File: config.mk
export PLATFORM = sky130hd
export DESIGN_NAME = mem_burst_master
export DESIGN_NICKNAME = d
export VERILOG_FILES = /design/src/rtl/mem_burst_master.sv
export SDC_FILE = /design/constraint.sdc
export NUM_CORES = 1
export LEC_CHECK = 0
export BUFFER_PORTS_ARGS = -buffer_cell sky130_fd_sc_hd__buf_2
export CAP_MARGIN = 20
export CORE_MARGIN = 5
export CORE_UTILIZATION = 50
export CTS_CLUSTER_DIAMETER = 120
export DETAILED_ROUTE_END_ITERATION = 8
export PLACE_DENSITY = 0.83
export SKIP_LAST_GASP = 1
export SYNTH_ARGS = -nofsm -noshare
export SYNTH_HDL_FRONTEND = slang
export SYNTH_SLANG_ARGS = --single-unit
File: constraint.sdc
create_clock -name clk -period 2.2 [get_ports clk]
set_clock_uncertainty 0.15 [all_clocks]
set_input_delay 0.55 -clock clk [delete_from_list [all_inputs] [get_ports clk]]
set_output_delay 0.55 -clock clk [all_outputs]
set_load 0.02 [all_outputs]
File: src/rtl/mem_burst_master.sv
// mem_burst_master: splits client burst requests into single-beat accesses
// on the rd_mem/wr_mem/ready_mem memory port, with a per-beat watchdog.
module mem_burst_master #(
  parameter int AWIDTH  = 9,
  parameter int DWIDTH  = 8,
  parameter int LWIDTH  = 3,
  parameter int TIMEOUT = 15
) (
  input  logic              clk,
  input  logic              reset_n,
  input  logic              req_valid,
  output logic              req_ready,
  input  logic              req_write,
  input  logic [AWIDTH-1:0] req_addr,
  input  logic [LWIDTH-1:0] req_len,
  input  logic [DWIDTH-1:0] wdata,
  input  logic              wdata_valid,
  output logic              wdata_ready,
  output logic [DWIDTH-1:0] rdata,
  output logic              rdata_valid,
  output logic              done,
  output logic              err,
  output logic              rd_mem,
  output logic              wr_mem,
  output logic [AWIDTH-1:0] addr_mem,
  output logic [DWIDTH-1:0] mem_wdata,
  input  logic [DWIDTH-1:0] mem_rdata,
  input  logic              ready_mem
);

  typedef enum logic [1:0] {
    S_IDLE   = 2'd0,
    S_ISSUE  = 2'd1,
    S_STROBE = 2'd2,
    S_ACK    = 2'd3
  } state_t;

  state_t              r_state;
  state_t              w_next;

  // Burst context
  logic                r_write;
  logic [AWIDTH-1:0]   r_addr;
  logic [LWIDTH:0]     r_beats;
  logic [7:0]          r_wd;

  // Registered outputs
  logic                r_rd_mem;
  logic                r_wr_mem;
  logic [AWIDTH-1:0]   r_addr_mem;
  logic [DWIDTH-1:0]   r_mem_wdata;
  logic [DWIDTH-1:0]   r_rdata;
  logic                r_rdata_valid;
  logic                r_done;
  logic                r_err;

  // Combinational handshakes and decoded events
  logic                w_req_ready;
  logic                w_wdata_ready;
  logic                w_accept;
  logic                w_issue;
  logic                w_acked;
  logic                w_last;
  logic                w_timeout;

  assign w_accept  = req_valid & w_req_ready;
  // A write beat can only issue when its data is present; reads only need an idle memory.
  assign w_issue   = (r_state == S_ISSUE) & ready_mem & (~r_write | wdata_valid);
  assign w_acked   = (r_state == S_ACK) & ~ready_mem;
  assign w_last    = (r_beats == (LWIDTH+1)'(1));
  assign w_timeout = (r_state == S_ACK) & ready_mem & (r_wd == 8'(TIMEOUT - 1));

  assign req_ready   = w_req_ready;
  assign wdata_ready = w_wdata_ready;
  assign rd_mem      = r_rd_mem;
  assign wr_mem      = r_wr_mem;
  assign addr_mem    = r_addr_mem;
  assign mem_wdata   = r_mem_wdata;
  assign rdata       = r_rdata;
  assign rdata_valid = r_rdata_valid;
  assign done        = r_done;
  assign err         = r_err;

  // State register
  always_ff @(posedge clk or negedge reset_n) begin
    if (!reset_n) begin
      r_state <= S_IDLE;
    end else begin
      r_state <= w_next;
    end
  end

  // Next-state decode
  always_comb begin
    w_next = r_state;
    case (r_state)
      S_IDLE: begin
        if (w_accept) w_next = S_ISSUE;
        else          w_next = S_IDLE;
      end
      S_ISSUE: begin
        if (w_issue) w_next = S_STROBE;
        else         w_next = S_ISSUE;
      end
      S_STROBE: begin
        w_next = S_ACK;
      end
      S_ACK: begin
        if (w_acked) begin
          if (w_last) w_next = S_IDLE;
          else        w_next = S_ISSUE;
        end else if (w_timeout) begin
          w_next = S_IDLE;
        end else begin
          w_next = S_ACK;
        end
      end
      default: begin
        w_next = S_IDLE;
      end
    endcase
  end

  // Combinational handshake outputs; req_ready is forced low while in reset
  always_comb begin
    w_req_ready   = 1'b0;
    w_wdata_ready = 1'b0;
    if (reset_n && (r_state == S_IDLE)) w_req_ready = 1'b1;
    else                                w_req_ready = 1'b0;
    if ((r_state == S_ISSUE) && r_write && ready_mem) w_wdata_ready = 1'b1;
    else                                              w_wdata_ready = 1'b0;
  end

  // Burst datapath, memory strobes, watchdog and client pulses
  always_ff @(posedge clk or negedge reset_n) begin
    if (!reset_n) begin
      r_write       <= 1'b0;
      r_addr        <= '0;
      r_beats       <= '0;
      r_wd          <= 8'd0;
      r_rd_mem      <= 1'b0;
      r_wr_mem      <= 1'b0;
      r_addr_mem    <= '0;
      r_mem_wdata   <= '0;
      r_rdata       <= '0;
      r_rdata_valid <= 1'b0;
      r_done        <= 1'b0;
      r_err         <= 1'b0;
    end else begin
      // Strobes and pulses are single-cycle unless re-asserted below
      r_rd_mem      <= 1'b0;
      r_wr_mem      <= 1'b0;
      r_rdata_valid <= 1'b0;
      r_done        <= 1'b0;
      r_err         <= 1'b0;

      if (w_accept) begin
        r_write <= req_write;
        r_addr  <= req_addr;
        r_beats <= {1'b0, req_len} + (LWIDTH+1)'(1);
      end

      if (w_issue) begin
        r_rd_mem   <= ~r_write;
        r_wr_mem   <= r_write;
        r_addr_mem <= r_addr;
        if (r_write) r_mem_wdata <= wdata;
      end

      // Watchdog restarts every time a beat enters ACK
      if (r_state == S_STROBE) r_wd <= 8'd0;

      if (w_acked) begin
        if (!r_write) begin
          r_rdata       <= mem_rdata;
          r_rdata_valid <= 1'b1;
        end
        r_addr  <= r_addr + AWIDTH'(1);
        r_beats <= r_beats - (LWIDTH+1)'(1);
        if (w_last) r_done <= 1'b1;
      end else if (w_timeout) begin
        r_err <= 1'b1;
      end else if (r_state == S_ACK) begin
        r_wd <= r_wd + 8'd1;
      end
    end
  end

endmodule

==> summary.txt <==
Status
  • Outcome: complete, no violations

Timing
  • Final setup viols: 0
  • Hold Violations, Final: 0
  • WHS: 89.9 ps
  • Min cycle time layout: 2020 ps
  • Max-Slew Margin vs Limit: 0.697
  • Fmax: 0.496 GHz
  • Setup_tns: 0 ps
  • Final WS setup: 183 ps
  • Worst-margin pin slew: 453 ps
  • RSZ-0062 raised after global routing: no
  • Final cycle utilization of the critical path: 0.917
  • Final Max Slew Viols: 0

Placement
  • DP Area: 2940 um2
  • Dpl ws: 247 ps
  • Count of input and output buffers: 65
  • Placer Congestion: 0.913
  • Detailed placer's ending HPWL: 3970 um

Setup path
  • Worst-path fanout max: 12
  • R2R Setup Slk: 190 ps
  • Critical Path, Cell by Cell: nand3b_1 -> nor2_2 -> buf_2
  • R2R Path End: r_state[0]$_DFF_PN0_
  • R2R cell count: 6
  • Critical path capture point type: output pin
  • CP top delay family: flip-flops
  • Bufs and invs on worst path: 1
  • CP required: 1500 ps
  • WP data arrival: 1320 ps
  • Critical path type: reg -> out
  • Crit-path max cell delay: 510 ps
  • Slowest cell on crit path: dfrtp_2
  • Crit path launch: r_state[0]$_DFF_PN0_
  • Startpoint types: register
  • Critical path depth: 3
  • Worst flop-to-flop path startpoint: r_wd[0]$_DFF_PN0_

Die
  • Initial Util: 0.522
  • Row count: 25
  • Top Ports: 66
  • Chip width: 80.9 um
  • Die Y: 80.9 um
  • Core ar.: 4820 um2
  • Die area: 6550 um2

Power
  • NetSw: 1.50 mW
  • Comb power frac: 0.401
  • Sequential Power Share: 0.433
  • Pint: 2.46 mW
  • Worst vdd ir: 614 uV
  • Switching portion of total power: 0.379
  • Leakage power: 1.44 nW
  • Clock power frac: 0.166
  • Pwr dens: 1300 nW/um2

Logic synthesis
  • Post-synthesis async set-or-reset flop share: 1.00
  • Synth unique cells: 53
  • Syn Nets: 257
  • Syn Area/Cell: 11.6 um2
  • Seq/Total Area, Yosys: 0.538
  • Post-synth EDFFs: 0
  • Top_reg_cell synth: dfrtp_1
  • Synthesized instance count: 217
  • Synthesis-stage register bit count: 54
  • Synth warnings: 0
  • Post-synthesis cell area: 2510 um2

Drt
  • Post-route antenna net violation count: 0
  • DRC viols: 0
  • Vias per cell: 5.31
  • Mean routed wirelength per cell: 14.5 um
  • Pre-antenna DRT Iters: 4
  • DR vias: 1,896
  • Final WL: 5160 um
  • DRT iter0 DRCs: 56

Global routing
  • First-pass GRT wire length: 8870 um
  • Largest net degree at the start of global routing: 30
  • Vias in the first global route: 1,991
  • Total track usage: 0.172
  • Initial antenna violation count: 0
  • GRT overflow: 0

Layout
  • Final nets: 330
  • Core Util, Final: 0.634
  • Register area: 1350 um2
  • Area Growth Syn to Fin: 21.5%
  • Design Area, Final: 3050 um2
  • Multi-input logic area: 1090 um2
  • Ant. Diodes: 0
  • Fraction of layout cells with a size suffix above 1: 0.403
  • FILL cells: 418

Clocking
  • Clock root cell: clkbuf_8
  • Total CTS buffers: 5
  • CTS tree: done
  • Clk sinks: 54
  • CTS max path bufs: 2
  • Post_cts resized: 0
  • Post-CTS Setup Bufs: 0
  • Clk_lat worst skew: 300 ps
  • Reg clk slew, reported paths: 90 ps
  • Post-CTS Hold Buffers: 0
  • Clock H-tree levels: 2

Run
  • Max_cap viols: 0

Hold path
  • Hold Path Class: in -> async
[Yosys cell counts (all sizes together), types with 2 or more instances]
| cell type | count | area (um2) |
|---|---|---|
| nand3 | 6 | 30.0 |
| a221o | 2 | 20.0 |
| a31oi | 2 | 12.5 |
| a211oi | 4 | 30.0 |
| nand2 | 22 | 85.1 |
| nand3b | 2 | 27.5 |
| or3 | 2 | 13.8 |
| xor2 | 2 | 17.5 |
| nand4 | 2 | 12.5 |
| a311oi | 3 | 26.3 |
| xnor2 | 4 | 35.0 |
| nor2 | 20 | 85.1 |
| o22ai | 2 | 12.5 |
| ha | 6 | 75.1 |
| o21ai | 7 | 35.0 |
| inv | 9 | 33.8 |
| o211ai | 2 | 28.8 |
| mux2 | 25 | 282 |
| nor3 | 6 | 35.0 |
| dfrtp | 54 | 1350 |
| buf | 5 | 32.5 |
| nor2b | 2 | 12.5 |
| a21oi | 8 | 43.8 |
[cell usage in the layout, fill, tap and decap left out, types with 2 or more instances in the layout]
cell      netlist  final
a211oi_1        4      4
a21oi_1         7      7
buf_4           3      7
xnor2_1         4      4
a311oi_1        3      3
a31oi_1         2      2
o22ai_1         2      2
mux2_2         25     25
nand3_1         6      6
inv_1           9      9
ha_1            6      6
buf_2           2     65
clkbuf_8        0      6
nand4_1         2      2
nor3_1          5      5
a221o_1         2      2
dfrtp_1        54     53
o21ai_1         3      3
nor2_1         18     18
nor2b_1         2      2
nand2_1        21     21
o21ai_0         4      4
xor2_1          2      2
[logic make-up after synthesis]
kind of cell    after synthesis  share of synthesized area
simple gates                 76                      0.168
flops                        54                      0.538
compound gates               35                      0.104
mux                          25                      0.112
buf+inv                      15                     0.0279
xor+xnor                      6                     0.0209
fa+ha+maj                     6                     0.0299
[worst max-delay path by stage]
| stage | end | slack (ps) |
|---|---|---|
| after detailed placement | r_state[0]$_DFF_PN0_ | 250 |
| after floorplan | r_state[0]$_DFF_PN0_ | 360 |
| final | wdata_ready | 180 |
| after CTS | wdata_ready | 40 |
| after global routing | wdata_ready | 60 |
| after global placement | r_state[0]$_DFF_PN0_ | 300 |
[power by group through the flow]
stage	clock (mW)	combinational, mW	sequential [mW]
after detailed placement	0	1.61	1.73
after global routing	0.724	1.76	1.77
after floorplan	0	0.870	1.95
after CTS	0.680	1.62	1.71
after global placement	0	1.56	1.71
final	0.658	1.59	1.72
[area by class of cell]
type                    instances  share of cell area
repair buffers                 72               0.124
multi-input cells             148               0.358
clock buffers                   6              0.0270
clock inverters                 1             0.00984
inverters                       9              0.0111
flip-flops and latches         54               0.443
well taps                      67              0.0275
[state kept, by name, indices dropped and copies added, names as in the netlist]
register     flops
r_addr           9
r_write          1
err              1
wr_mem           1
done             1
mem_wdata        8
r_beats          4
rdata_valid      1
addr_mem         9
r_wd             8
rd_mem           1
rdata            8
r_state          2
[metrics by stage]
| stage | power (mW) | std cells |
|---|---|---|
| final | 3.96 | 357 |
| after global routing | 4.26 | 357 |
| after CTS | 4.01 | 357 |
| after detailed placement | 3.34 | 350 |
| after global placement | 3.27 | 350 |
| after floorplan | 2.82 | 217 |
[metal layers]
| layer | vias up | track usage | part of all wire |
|---|---|---|---|
| met5 | - | 0 | 0 |
| met4 | 0 | 0.0642 | 0.0070 |
| met3 | 7 | 0.0399 | 0.060 |
| met2 | 65 | 0.285 | 0.50 |
| met1 | 899 | 0.218 | 0.44 |
| li1 | 925 | - | - |
Power figures use the tool's default switching activity.
